`src/rtl/dec_key_pkg.sv`:
```
// Shared definitions for the decimal keypad debouncer: key count, default
// debounce length, FSM state encoding and a one-hot test helper.
package dec_key_pkg;

   localparam int NUM_KEYS          = 10;
   localparam int DB_CYCLES_DEFAULT = 16;

   typedef enum logic [1:0] {
      ST_IDLE     = 2'd0,
      ST_DEBOUNCE = 2'd1,
      ST_PRESSED  = 2'd2,
      ST_RELEASE  = 2'd3
   } key_state_e;

   localparam logic [NUM_KEYS-1:0] KEY_LSB = NUM_KEYS'(1);

   // True when exactly one key line is set.
   function automatic logic is_onehot(input logic [NUM_KEYS-1:0] v);
      return (v != '0) && ((v & (v - KEY_LSB)) == '0);
   endfunction

endpackage

```
`src/rtl/dec_key_debounce_sync2.sv`:
```
// Two-flop synchronizer bank bringing asynchronous key lines into clk.
module sync2 #(
   parameter int WIDTH = 1
) (
   input  logic             clk,
   input  logic             rst,
   input  logic [WIDTH-1:0] d,
   output logic [WIDTH-1:0] q
);

   logic [WIDTH-1:0] meta_q;
   logic [WIDTH-1:0] sync_q;

   // First stage may go metastable; second stage gives it a cycle to settle.
   always_ff @(posedge clk or posedge rst) begin
      if (rst) begin
         meta_q <= '0;
         sync_q <= '0;
      end else begin
         // NOTE: non-blocking assignments so both stages sample the pre-edge values and form a real two-stage shift.
         meta_q <= d;
         sync_q <= meta_q;
      end
   end

   assign q = sync_q;

endmodule

```
`src/rtl/dec_key_debounce.sv`:
```
// Decimal key debouncer: synchronizes ten bouncy key lines, requires a
// pattern to be stable for DB_CYCLES cycles before accepting it, flags
// multi-key presses, and holds the last accepted key one-hot for the
// downstream decimal-to-BCD encoder.
module dec_key_debounce
   import dec_key_pkg::*;
#(
   parameter int DB_CYCLES = DB_CYCLES_DEFAULT
) (
   input  logic                clk,
   input  logic                rst,
   input  logic [NUM_KEYS-1:0] key_raw,
   output logic [NUM_KEYS-1:0] key_onehot,
   output logic                key_valid,
   output logic                key_held,
   output logic                multi_err
);

   localparam int                CNT_W   = $clog2(DB_CYCLES);
   localparam logic [CNT_W-1:0]  CNT_MAX = CNT_W'(DB_CYCLES - 1);

   logic [NUM_KEYS-1:0] key_sync;

   key_state_e          state_q,      state_d;
   logic [NUM_KEYS-1:0] snap_q,       snap_d;
   logic [CNT_W-1:0]    cnt_q,        cnt_d;
   logic [NUM_KEYS-1:0] key_onehot_q, key_onehot_d;
   logic                key_valid_q,  key_valid_d;
   logic                key_held_q,   key_held_d;
   logic                multi_err_q,  multi_err_d;

   sync2 #(
      .WIDTH (NUM_KEYS)
   ) u_sync (
      .clk (clk),
      .rst (rst),
      .d   (key_raw),
      .q   (key_sync)
   );

   // Next-state, counter, snapshot and registered-output logic.
   always_comb begin
      // NOTE: every variable gets a default first so no path leaves one unassigned, which would infer a latch.
      state_d      = state_q;
      snap_d       = snap_q;
      cnt_d        = cnt_q;
      key_onehot_d = key_onehot_q;
      key_valid_d  = 1'b0;
      multi_err_d  = 1'b0;

      unique case (state_q)
         ST_IDLE: begin
            if (key_sync != '0) begin
               snap_d  = key_sync;
               cnt_d   = '0;
               state_d = ST_DEBOUNCE;
            end
         end

         ST_DEBOUNCE: begin
            if (key_sync == '0) begin
               state_d = ST_IDLE;
            end else if (key_sync != snap_q) begin
               // Pattern moved while bouncing: restart the stability window.
               snap_d = key_sync;
               cnt_d  = '0;
            end else if (cnt_q < CNT_MAX) begin
               cnt_d = cnt_q + 1'b1;
            end else if (is_onehot(snap_q)) begin
               key_onehot_d = snap_q;
               key_valid_d  = 1'b1;
               state_d      = ST_PRESSED;
            end else begin
               // Stable chord: report it, keep the previous key, and wait
               // for a full release before looking for a new press.
               multi_err_d = 1'b1;
               cnt_d       = '0;
               state_d     = ST_RELEASE;
            end
         end

         ST_PRESSED: begin
            // Other nonzero patterns are ignored here; only a release
            // leads anywhere.
            if (key_sync == '0) begin
               cnt_d   = '0;
               state_d = ST_RELEASE;
            end
         end

         ST_RELEASE: begin
            if (key_sync != '0) begin
               cnt_d = '0;
            end else if (cnt_q == CNT_MAX) begin
               state_d = ST_IDLE;
            end else begin
               cnt_d = cnt_q + 1'b1;
            end
         end

         default: begin
            state_d = ST_IDLE;
         end
      endcase

      key_held_d = (state_d == ST_PRESSED);
   end

   // State and output registers; reset returns everything to idle at once.
   always_ff @(posedge clk or posedge rst) begin
      if (rst) begin
         state_q      <= ST_IDLE;
         snap_q       <= '0;
         cnt_q        <= '0;
         key_onehot_q <= '0;
         key_valid_q  <= 1'b0;
         key_held_q   <= 1'b0;
         multi_err_q  <= 1'b0;
      end else begin
         state_q      <= state_d;
         snap_q       <= snap_d;
         cnt_q        <= cnt_d;
         key_onehot_q <= key_onehot_d;
         key_valid_q  <= key_valid_d;
         key_held_q   <= key_held_d;
         multi_err_q  <= multi_err_d;
      end
   end

   assign key_onehot = key_onehot_q;
   assign key_valid  = key_valid_q;
   assign key_held   = key_held_q;
   assign multi_err  = multi_err_q;

endmodule

```
`config.mk`:
```
export PLATFORM = sky130hd
export DESIGN_NAME = dec_key_debounce
export DESIGN_NICKNAME = d
export VERILOG_FILES = /design/src/rtl/dec_key_pkg.sv /design/src/rtl/dec_key_debounce_sync2.sv /design/src/rtl/dec_key_debounce.sv
export SDC_FILE = /design/constraint.sdc
export NUM_CORES = 1
export LEC_CHECK = 0
export ABC_AREA = 1
export CORE_ASPECT_RATIO = 0.6
export CORE_UTILIZATION = 25
export CTS_BUF_LIST = sky130_fd_sc_hd__clkbuf_8
export DETAILED_ROUTE_END_ITERATION = 10
export GPL_ROUTABILITY_DRIVEN = 0
export GPL_TIMING_DRIVEN = 0
export PLACE_DENSITY_LB_ADDON = 0.12
export SYNTH_ARGS = -nofsm -noshare
export SYNTH_HDL_FRONTEND = slang
export SYNTH_HIERARCHICAL = 1
export SYNTH_SLANG_ARGS = --single-unit
```
`constraint.sdc`:
```
create_clock -name clk -period 2.7 [get_ports clk]
set_input_delay 0.54 -clock clk [delete_from_list [all_inputs] [get_ports clk]]
set_output_delay 0.54 -clock clk [all_outputs]
set_load 0.01 [all_outputs]
```
# Word-level counts from Yosys, hierarchy flattened
# Cells that the tools add are included.
classes:
  addsub: 2
  mul: 0
  div: 0
  magnitude_cmp: 1
  n_eq_ne: 12
  shift: 0
  mux: 32
  n_bitwise: 4
  reduce_logical: 10
ops:
  columns: ["operator", "count"]
  rows:
  - ["$mux W4", 8]
  - ["$mux W10", 3]
  - ["$logic_not A10 Y1", 2]
  - ["$pmux W10 S2", 1]
  - ["$reduce_bool A10 Y1", 2]
  - ["$pmux W4 S4", 1]
  - ["$mux W2", 7]
  - ["$mux W1", 11]
  - ["$and A10 B10 Y10", 1]
  - ["$ne A10 B10 Y1", 1]
  - ["$reduce_and A5 Y1", 2]
  - ["$sub A10 B1 Y10 const B", 1]
  - ["$ne A2 B2 Y1 const B", 4]
  - ["$pmux W2 S4", 1]
  - ["$eq A2 B2 Y1 const B", 3]
  - ["$add A4 B1 Y4 const B", 1]
  - ["$eq A4 B4 Y1 const B", 1]
  - ["$lt A4 B4 Y1 const B", 1]
  - ["$ne A4 B4 Y1 const B", 1]
  - ["$reduce_and A4 Y1", 1]
  - ["$ne A3 B3 Y1 const B", 1]
  - ["$not A1 Y1", 3]
  - ["$eq A2 B1 Y1 const B", 1]
  - ["$logic_not A2 Y1", 1]
  - ["other kinds (2)", 2]
word_totals:
  reg_bits: 49
  latch_bits: 0
  ram_bits: 0
  mem_bits_ro: 0
  in_bits: 12
  mem_count: 0

# Depth between registers and ports, before layout
# Gate-level depths: netlist of the first run.
depth:
  depth_word: 10
  ltp_mapped: 12
  depth_no_buf: 11

# Hierarchy
# The synthesis of the first run kept the hierarchy.
by_module_without_submodules:
  columns: ["module", "n_inst", "cells_each", "area_each_um2", "seq_area_each_um2"]
  rows:
  - ["dec_key_debounce", 1, 235, 1680.4, 725.7]
  - ["sync2", 1, 21, 504.2, 500.5]

# Worst setup path before layout of the first run
# No wires, ideal clock.
synth_path:
  path_kind: "reg2reg"
  startpoint: "register snap_q[0]"
  endpoint: "register key_onehot_q[1], in the netlist key_onehot[1]"
  arrival_time_ns: 1.459
  required_time_ns: 2.582
  slack_ns: 1.123
  path_stages_with_launch: 10
  n_path_buf: 1
  path_cell_list: "dfrtp_1 nor2_2 nand3_2 o21ai_0 nand3_1 nor2_4 nand2_2 buf_6 nand2_1 o21ai_2"
synth_via:
  elab_chain_len: 5
  word_cells_on_any_way: 8
synth_lines:
  columns: ["element", "line_no", "text"]
  rows:
  - ["start, declared", "dec_key_debounce.sv:25", "logic [NUM_KEYS-1:0] snap_q, snap_d;"]
  - ["start signal, assigned", "dec_key_debounce.sv:121", "snap_q <= snap_d;"]
  - ["$sub A10 B1 Y10", "dec_key_pkg.sv:19", "return (v != '0) && ((v & (v - KEY_LSB)) == '0);"]
  - ["$and A10 B10 Y10", "dec_key_pkg.sv:19", null]
  - ["$logic_not A10 Y1", "dec_key_pkg.sv:19", null]
  - ["$logic_and A1 B1 Y1", "dec_key_pkg.sv:19", null]
  - ["$reduce_and A5 Y1 (no line) (*)", null, null]
  - ["end signal, assigned", "dec_key_debounce.sv:123", "key_onehot_q <= key_onehot_d;"]
  - ["end, declared", "dec_key_debounce.sv:27", "logic [NUM_KEYS-1:0] key_onehot_q, key_onehot_d;"]
# Mark *: on every way between the ends. The rest lies on a longest branch, timed or not.
# A chain may end at the register's enable or synchronous reset.

# Worst setup path after layout of the first run
layout_path:
  startpoint: "register snap_q[3]"
  endpoint: "register cnt_q[2]"
layout_via:
  elab_chain_len: 6
  word_cells_on_any_way: 11
layout_lines:
  columns: ["element", "line_no", "text"]
  rows:
  - ["$sub A10 B1 Y10", "dec_key_pkg.sv:19", null]
  - ["$and A10 B10 Y10", "dec_key_pkg.sv:19", null]
  - ["$logic_not A10 Y1", "dec_key_pkg.sv:19", null]
  - ["$logic_and A1 B1 Y1", "dec_key_pkg.sv:19", null]
  - ["$ne A4 B4 Y1 (no line)", null, null]
  - ["$reduce_and A5 Y1 (no line)", null, null]
  - ["end signal, assigned", "dec_key_debounce.sv:122", "cnt_q <= cnt_d;"]
  - ["end, declared", "dec_key_debounce.sv:26", "logic [CNT_W-1:0] cnt_q, cnt_d;"]
# Several ways; a longest one is shown, not always the timed one. The select of a mux whose other input is x is not followed.

==> flow_summary.json, run 1 <==
{
  "cts_tree": "built",
  "reg2reg_depth": 9,
  "cts_buffers": 5,
  "post_cts_buffers": 0,
  "status": "completed",
  "synthAdderAreaFrac_pct": 0.573,
  "p_leak_nw": 1.31,
  "cap_violations": 0,
  "clockRootBuffer": "clkbuf_8",
  "grt_overflow": 0,
  "num_vias": 1673,
  "cts_hold_buffers": 0,
  "cpPeakStageDelay_ps": 460,
  "synth-simple-area-share_pct": 26.7,
  "cts_max_level": 2,
  "die_height_um": 74.4,
  "synth-main-ff-cell": "dfrtp_1",
  "fmax_ghz": 0.513,
  "hold_depth": 0,
  "finalHoldViolCount": 0,
  "rsz0062_at_grt": "no",
  "cts_sinks": 49,
  "totalNegativeSetupSlack_ps": 0,
  "critical_path.top_delay_family": "simple AND/OR/NAND/NOR gates",
  "dr.pass1.iters": 5,
  "critPathLaunch": "snap_q[3]",
  "synth-seq-cells": 49,
  "remaining_drc_errors": 0,
  "holdCritPathClass": "reg -> reg",
  "synth_cell_types": 23,
  "dp_hpwl_mm": 3.50,
  "worstReg2RegStart": "snap_q[3]",
  "slew_viol_final": 0,
  "crit_slowest_cell": "dfrtp_1",
  "cp-end-kind": "register",
  "crit_arrival_ps": 2150,
  "synth_top_family_by_area": "simple AND/OR/NAND/NOR gates",
  "post_dp_cell_area_sq_um": 2560,
  "die_w_um": 123,
  "path_cells": "inv_2, nand2_1, nand2_1, nor2_1, nand3_1, nor3_1, nand3_1, nand3_1, nand2_1",
  "fin_crit_ps": 1950,
  "yosys.cell_count.top_type": "nand2_1",
  "final_area_sq_um": 2680,
  "max-slew-margin-rel_pct": 52.4,
  "path_max_fanout": 5,
  "drive_gt1_share_pct": 10.0,
  "yosysSeqAreaShare_pct": 56.1,
  "critPathRequiredTime_ps": 2910,
  "grt.total_usage_pct": 12.1,
  "ir_drop_mv": 0.179,
  "criticalPathCategory": "reg -> reg",
  "setup_viol": 0,
  "core_sq_um": 8160,
  "synth-compound-area-share_pct": 7.04,
  "skew_ps": 4.01,
  "reg2reg_to": "cnt_q[2]",
  "routed_wl_mm": 4.74,
  "cts_buffer_depth": 2,
  "fin_crit_sh_pct": 72.1,
  "port_buffers": 24,
  "synth_edf_count": 0,
  "ant_nets": 0,
  "synthTopCellsByCount": "70 x nand2_1, 49 x dfrtp_1, 33 x inv_1, 25 x nand3_1, 19 x nor2_1",
  "grt_pass1_vias": 1518,
  "min_from": "u_sync/meta_q[0]",
  "antenna_cells": 0,
  "initial_core_util_pct": 26.8,
  "synthCells": 256,
  "syn2layout_area_growth_pct": 22.9,
  "holdWs_ps": 355,
  "nets": 301,
  "synthXorXnorAreaFrac_pct": 1.60,
  "post_drt_wl_per_cell_um": 11.9,
  "clk_pin_slew_ps": 90,
  "drtIter0Drc": 104,
  "fp-row-count": 25,
  "synthMuxAreaShare_pct": 0,
  "r2r_setup_slack_ps": 750,
  "grt_pass1_wl_mm": 7.99,
  "avgSynthCellArea_sq_um": 8.53,
  "synth_area_sq_um": 2180,
  "synth_top_area_share_pct": 56.1,
  "grt_max_degree": 30,
  "dieArea_sq_um": 9130,
  "crit_path_start_kind": "register",
  "io_pins": 25,
  "cp_num_buf_inv": 1,
  "ctsResizeCount": 0,
  "synthesis.nets": 269,
  "drt-vias-per-instance": 4.21,
  "min_to": "u_sync/q[0]",
  "clock_latency_ps": 310,
  "ys_top_cells_by_area": "dfrtp_1 56%, nand2_1 12%, nand3_1 5.7%",
  "async_flop_share_pct": 100,
  "power_mw": 1.35,
  "yosys_warnings": 6,
  "antenna_found_initial": 0,
  "yosys.area.top_type": "dfrtp_1",
  "powerDensity_nw_per_um2": 501,
  "worstMarginPinSlew_ps": 713
}
power breakdown:
part | switching, mW | internal [mW] | total [mW]
clock | 0.261 | 0.208 | 0.469
combinational | 0.0599 | 0.0383 | 0.0982
sequential | 0.0217 | 0.757 | 0.779
sequential cells by signal, indices dropped and copies added, names as in the netlist:
name	flops
cnt_q	4
key_held	1
key_onehot	10
key_valid	1
multi_err	1
snap_q	10
state_q	2
u_sync/meta_q	10
u_sync/q	10
routing by layer:
metal / GRT usage, % / part of all wire [%] / up-vias
met4: 5.69 / 1.9 / 0
met2: 14.7 / 34 / 56
met3: 4.06 / 6.7 / 8
li1: - / - / 876
met1: 18.6 / 57 / 733
met5: 0 / 0 / -
worst max path at each step:
stage                         end  slack (ps)  cells past startpoint
global route            snap_q[9]         500                      7
detailed placement      multi_err         590                      2
floorplan           key_onehot[1]        1120                      9
finish                   cnt_q[2]         750                      9
global placement        multi_err         620                      2
CTS                     snap_q[1]         770                      7
worst register-to-register path, stage by stage, from the launching register on:
cell     delay [ps]
dfrtp_1         460
inv_2           100
nand2_1          60
nand2_1          50
nor2_1          120
nand3_1         160
nor3_1          410
nand3_1         250
nand3_1         150
nand2_1          70
final cells by class:
type                       count  area (sq um)
clock buffer                   6          82.6
sequential                    49          1230
timing repair buffer          25           268
fill                         844          5480
buffer                         4          31.3
inverter                      38           143
multi-input combinational    165           785
tap                          108           135
clock inverter                 2          13.8
per-stage QoR:
| stage | std cells | util, % | worst slack (ps) |
|---|---|---|---|
| after floorplan | 256 | - | 1120 |
| after global placement | 388 | 31.4 | 617 |
| after detailed placement | 388 | 31.4 | 586 |
| after CTS | 396 | 32.5 | 770 |
| after global routing | 397 | 32.9 | 501 |
| final | 397 | 32.9 | 752 |
cell families (layout without fill, tap and decap cells):
logic type      Yosys count  after routing
fa+ha+maj                 1              1
buf+inv                  42             75
simple gates            132            132
compound gates           28             28
flops                    49             49
xor+xnor                  4              4
placed cells by master (no fill, tap or decap):
| cell type | n |
|---|---|
| buf_16 | 1 |
| dfrtp_1 | 49 |
| o21bai_1 | 1 |
| buf_6 | 2 |
| xor2_1 | 3 |
| ha_1 | 1 |
| nand3_2 | 1 |
| nand3_1 | 25 |
| inv_2 | 5 |
| xnor2_1 | 1 |
| a21oi_1 | 1 |
| o21ai_1 | 7 |
| clkinv_2 | 1 |
| clkdlybuf4s50_1 | 24 |
| buf_2 | 1 |
| nor2_1 | 19 |
| clkbuf_1 | 1 |
| clkinv_4 | 1 |
| nand2_2 | 2 |
| nor3_1 | 2 |
| nor2_4 | 2 |
| o21ai_0 | 16 |
| o21ai_2 | 3 |
| inv_1 | 33 |
| clkbuf_8 | 6 |
| nand2_1 | 70 |
| nand4_1 | 7 |
| nor2_2 | 4 |
No activity file was read; power rests on OpenSTA's default activity.
==> run 2: changes to the inputs <==
==> constraint.sdc (replaced) <==
create_clock -name clk -period 1.8 [get_ports clk]
set_input_delay 0.36 -clock clk [delete_from_list [all_inputs] [get_ports clk]]
set_output_delay 0.36 -clock clk [all_outputs]
set_load 0.01 [all_outputs]
==> run 2 against run 1 <==
Net effect:
- critical path depth increased by 3
- clock power grew 50%
- via count up 3.1%
- critical path type unchanged
- die area stayed put
- clock skew rose by 0.60 ps
- worst setup slack lost 680 ps
- design area up 8.1%
==> flow_summary.json, run 2 (synthesis gave the netlist of run 1 again) <==
{
  "max-slew-margin-rel_pct": 52.1,
  "pwr-share-seq_pct": 57.4,
  "cts_hold_buffers": 0,
  "combPwrFrac_pct": 8.2,
  "num_vias": 1725,
  "cts_max_level": 2,
  "sw_frac_of_total_pct": 25.8,
  "remaining_drc_errors": 0,
  "drt-vias-per-instance": 4.26,
  "p_clk_share_pct": 34.4,
  "dp_hpwl_mm": 3.50,
  "clockRootBuffer": "clkbuf_8",
  "grt_pass1_wl_mm": 8.04,
  "seqCellArea_sq_um": 1240,
  "slew_viol_final": 0,
  "cpPeakStageDelay_ps": 460,
  "crit_path_start_kind": "register",
  "critPathRequiredTime_ps": 2060,
  "nets": 309,
  "criticalPathCategory": "reg -> reg",
  "cts_sinks": 49,
  "io_pins": 25,
  "final_util_pct": 35.5,
  "core_sq_um": 8160,
  "status": "completed",
  "layout_common_cells": "60 x nand2_1, 41 x dfrtp_1, 32 x inv_1",
  "fin_crit_ps": 1730,
  "p_leak_nw": 1.38,
  "grt.total_usage_pct": 12.2,
  "crit_arrival_ps": 1990,
  "finalHoldViolCount": 0,
  "die_w_um": 123,
  "cap_violations": 0,
  "clock_latency_ps": 320,
  "drive_gt1_share_pct": 24.2,
  "dieArea_sq_um": 9130,
  "final_common_cell": "nand2_1",
  "cts_buffer_depth": 2,
  "port_buffers": 24,
  "syn2layout_area_growth_pct": 32.8,
  "r2r_setup_slack_ps": 70,
  "powerDensity_nw_per_um2": 704,
  "initial_core_util_pct": 26.8,
  "multi_input_area_sq_um": 916,
  "fmax_ghz": 0.578,
  "drtIter0Drc": 103,
  "routed_wl_mm": 4.93,
  "cts_tree": "built",
  "dp_slack_ps": -134,
  "post_dp_cell_area_sq_um": 2560,
  "path_cells": "buf_6, nand2_1, nand2_1, nor2_2, nand2_2, nor2_4, buf_4, buf_4, nand2_1, a21oi_2, nand3_1, nand2_1",
  "worstMarginPinSlew_ps": 717,
  "setup_viol": 0,
  "cp-end-kind": "register",
  "holdCritPathClass": "in -> async",
  "rsz0062_at_grt": "yes",
  "cts_buffers": 5,
  "worstReg2RegStart": "snap_q[0]",
  "layout_setup_ws_ps": 70.2,
  "fin_crit_sh_pct": 96.1,
  "grt_max_degree": 30,
  "p_switching_uw": 526,
  "skew_ps": 4.60,
  "reg2reg_depth": 12,
  "ir_drop_mv": 0.268,
  "fp-row-count": 25,
  "post_drt_wl_per_cell_um": 12.2,
  "clk_pin_slew_ps": 90,
  "final_area_sq_um": 2900,
  "nFillCells": 828,
  "antenna_cells": 0,
  "ant_nets": 0,
  "reg2reg_to": "cnt_q[2]",
  "antenna_found_initial": 0,
  "dr.pass1.iters": 4,
  "grt_overflow": 0,
  "die_height_um": 74.4,
  "cellInternalPower_mw": 1.52,
  "path_max_fanout": 5,
  "crit_slowest_cell": "dfrtp_2",
  "crit_path_frequent_cell": "nand2_1",
  "grt_pass1_vias": 1521
}
[run 2: changes by cell type in the layout (fill, tap and decap cells not counted), sizes merged]
cell,previous run,this run
buf,4,12
[run 2: power groups by stage]
stage                     combinational [mW]  sequential, mW  clock, mW
after floorplan                       0.0918            1.18          0
after global placement                 0.143            1.19          0
after detailed placement               0.143            1.19          0
after CTS                              0.146            1.17      0.740
after global routing                   0.191            1.18      0.789
final                                  0.168            1.17      0.703
[run 2: per-stage QoR]
step	hold slack [ps]	TNS (ps)	power, mW	instances
3_5_place_dp	335	-5120	1.33	388
3_3_place_gp	335	-4100	1.33	388
6_report	333	0	2.04	405
5_1_grt	351	-596	2.16	405
4_1_cts	356	-7.01	2.05	398
2_1_floorplan	324	0	1.27	256
[run 2: worst max-delay path by stage]
stage,startpoint,end,slack (ps),cells after the start
after global routing,snap_q[1],key_onehot[0],-70,11
after CTS,snap_q[0],cnt_q[2],-7,8
after floorplan,snap_q[0],key_onehot[1],220,9
after detailed placement,rst,multi_err,-130,2
final,snap_q[0],cnt_q[2],70,12
after global placement,rst,multi_err,-100,2
[run 2: routing by layer]
metal | vias up | global-route usage (%) | share of wire (%)
li1 | 887 | - | -
met1 | 778 | 18.7 | 56
met2 | 53 | 14.8 | 36
met3 | 7 | 4.06 | 6.1
met4 | 0 | 5.69 | 1.4
met5 | - | 0 | 0
[run 2: final cells by class]
cell class	instances	area share [%]
Buffer	4	1.34
Clock buffer	6	2.85
Clock inverter	2	0.475
Inverter	38	4.92
Multi-Input combinational cell	165	31.6
Sequential cell	49	42.6
Tap cell	108	4.66
Timing Repair Buffer	33	11.6
[run 2: what timing repair did]
| item | in CTS | in global routing |
|---|---|---|
| gates resized for setup | 4 | 51 |
| pin swaps | 1 | 17 |
| setup buffers | 2 | 5 |
| gates cloned | 0 | 1 |
| endpoints found under the hold margin | 0 | 0 |
| setup endpoints to repair | 17 | 27 |
[run 2: critical path, delay by kind of cell, from the launching register on]
kind,cells,cell delay [ps]
AND/OR/NAND/NOR,8,710
flip-flops,1,460
buffers and inverters,3,360
AO/OA/AOI/OAI,1,140
==> run 3: changes to the inputs <==
--- a/config.mk
+++ b/config.mk
@@ -7,6 +7,7 @@
 export LEC_CHECK = 0
 export ABC_AREA = 1
 export CORE_ASPECT_RATIO = 0.6
+export CORE_MARGIN = 1.5
 export CORE_UTILIZATION = 25
 export CTS_BUF_LIST = sky130_fd_sc_hd__clkbuf_8
 export DETAILED_ROUTE_END_ITERATION = 10
==> run 3 against run 2 <==
Net effect:
- final cell count rose by 2.5%
- power rose by 5.5%
- clock power rose by 15%
- wire length rose by 5.2%
- critical path type unchanged
- critical endpoint is now key_onehot[0]
==> flow_summary.json, run 3 (synthesis gave the netlist of run 1 again) <==
{
  "holdCritPathClass": "reg -> reg",
  "slew_viol_final": 0,
  "grt_pass1_wl_mm": 8.22,
  "grt_overflow": 0,
  "antenna_found_initial": 0,
  "finalHoldViolCount": 0,
  "fp-row-count": 26,
  "final_area_sq_um": 2970,
  "antenna_cells": 0,
  "port_buffers": 24,
  "cts_buffers": 5,
  "grt.total_usage_pct": 11.9,
  "worstMarginPinSlew_ps": 706,
  "cts_buffer_depth": 2,
  "nFillCells": 874,
  "p_clk_share_pct": 37.4,
  "drtIter0Drc": 73,
  "max-slew-margin-rel_pct": 52.9,
  "cts_tree": "built",
  "criticalPathCategory": "reg -> reg",
  "die_w_um": 124,
  "ant_nets": 0,
  "skew_ps": 6.10,
  "crit_path_start_kind": "register",
  "hold_depth": 0,
  "fin_crit_ps": 1730,
  "pwr-share-seq_pct": 54.4,
  "cap_violations": 0,
  "io_pins": 25,
  "sw_frac_of_total_pct": 24.6,
  "layout_setup_ws_ps": 66.1,
  "remaining_drc_errors": 0,
  "clock_latency_ps": 310,
  "crit_path_frequent_cell": "nor2_4",
  "status": "completed",
  "reg2reg_depth": 11,
  "die_height_um": 75.4,
  "dp_slack_ps": -103,
  "grt_max_degree": 30,
  "dr.pass1.iters": 4,
  "dp_hpwl_mm": 3.54,
  "post_dp_cell_area_sq_um": 2560,
  "cts_sinks": 49,
  "initial_core_util_pct": 25.7,
  "fin_crit_sh_pct": 96.3,
  "cts_max_level": 2,
  "p_switching_uw": 530,
  "crit_arrival_ps": 1940,
  "powerDensity_nw_per_um2": 727,
  "fmax_ghz": 0.577,
  "nets": 315,
  "num_vias": 1734,
  "cpPeakStageDelay_ps": 470,
  "grt_pass1_vias": 1626,
  "dieArea_sq_um": 9330,
  "p_leak_nw": 1.41,
  "critPathRequiredTime_ps": 2010,
  "layout_common_cells": "59 x nand2_1, 41 x dfrtp_1, 29 x inv_1",
  "multi_input_area_sq_um": 918,
  "crit_slowest_cell": "dfrtp_2",
  "path_max_fanout": 6,
  "drive_gt1_share_pct": 27.4,
  "syn2layout_area_growth_pct": 35.8,
  "drt-vias-per-instance": 4.18,
  "clk_pin_slew_ps": 90,
  "seqCellArea_sq_um": 1240,
  "path_cells": "nor2_4, nand3_4, nand2_2, inv_2, nor2_2, nand3_2, nor2_4, nand2_4, buf_6, nand2_1, o21ai_1",
  "combPwrFrac_pct": 8.2,
  "cellInternalPower_mw": 1.63,
  "routed_wl_mm": 5.19,
  "setup_viol": 0,
  "core_sq_um": 8490,
  "rsz0062_at_grt": "yes",
  "cp-end-kind": "register",
  "post_drt_wl_per_cell_um": 12.5,
  "ir_drop_mv": 0.390,
  "clockRootBuffer": "clkbuf_8",
  "final_common_cell": "nand2_1"
}
==> run 3: changes by cell type in the layout (fill, tap and decap cells not counted), moves of 2 or more <==
cell	change
buf_4	+7
inv_1	-3
nor2_1	-3
inv_2	+2
nand3_2	+2
nor2_2	+3
==> run 3: path summary, 6_finish.rpt <==
| path | start | end | slack [ps] |
|---|---|---|---|
| setup / recovery | snap_q[1] | key_onehot[0] | 70 |
| hold / removal | u_sync/meta_q[6] | u_sync/q[6] | 350 |
| setup reg to reg | snap_q[1] | key_onehot[0] | 70 |
| hold reg to reg | u_sync/meta_q[6] | u_sync/q[6] | 350 |
| max in group asynchronous | rst | u_sync/q[9] | 870 |
| min in group asynchronous | rst | state_q[0] | 410 |
==> run 3: power groups by stage <==
stage / Clock (mW) / Sequential [mW] / Combinational, mW
floorplan: 0 / 1.18 / 0.0918
global placement: 0 / 1.19 / 0.142
detailed placement: 0 / 1.19 / 0.142
CTS: 0.851 / 1.17 / 0.142
global route: 0.893 / 1.18 / 0.204
finish: 0.805 / 1.17 / 0.177
==> run 3: layout make-up <==
class / count / share of cell area, %
Inverter: 38 / 4.89
Sequential cell: 49 / 41.7
Tap cell: 112 / 4.72
Timing Repair Buffer: 39 / 12.7
Buffer: 4 / 1.18
Clock buffer: 5 / 2.32
Clock inverter: 3 / 1.56
Multi-Input combinational cell: 165 / 31.0
==> run 3: routing by layer <==
| metal | up-vias | global-route usage, % | part of all wire (%) |
|---|---|---|---|
| li1 | 895 | - | - |
| met1 | 803 | 17.7 | 56 |
| met2 | 34 | 16.1 | 39 |
| met3 | 2 | 3.74 | 4.6 |
| met4 | 0 | 3.83 | 0.67 |
| met5 | - | 0 | 0 |
==> run 3: critical path: cells and delay by family (launching register included) <==
kind	cells	cell delay [ps]
buffers and inverters	2	180
AOI/OAI and AO/OA	1	50
and+or+nand+nor	8	930
DFF	1	470
==> run 3: what timing repair did <==
action	in CTS	in global routing
hold endpoints to repair	0	0
setup endpoints to repair	15	27
gates cloned	0	1
setup buffers	0	13
hold buffers	0	0
gates resized for setup	4	55
pin swaps	0	17
==> run 3: per-stage QoR <==
stage                     power, mW  instances  setup TNS (ps)  util (%)  hold WS (ps)
after floorplan                1.27        256               0         -           324
after global placement         1.33        392           -3930      30.2           339
after detailed placement       1.33        392           -3970      30.2           335
after CTS                      2.16        400               0      31.7           358
after global routing           2.28        415            -706      34.9           374
final                          2.16        415               0      34.9           354
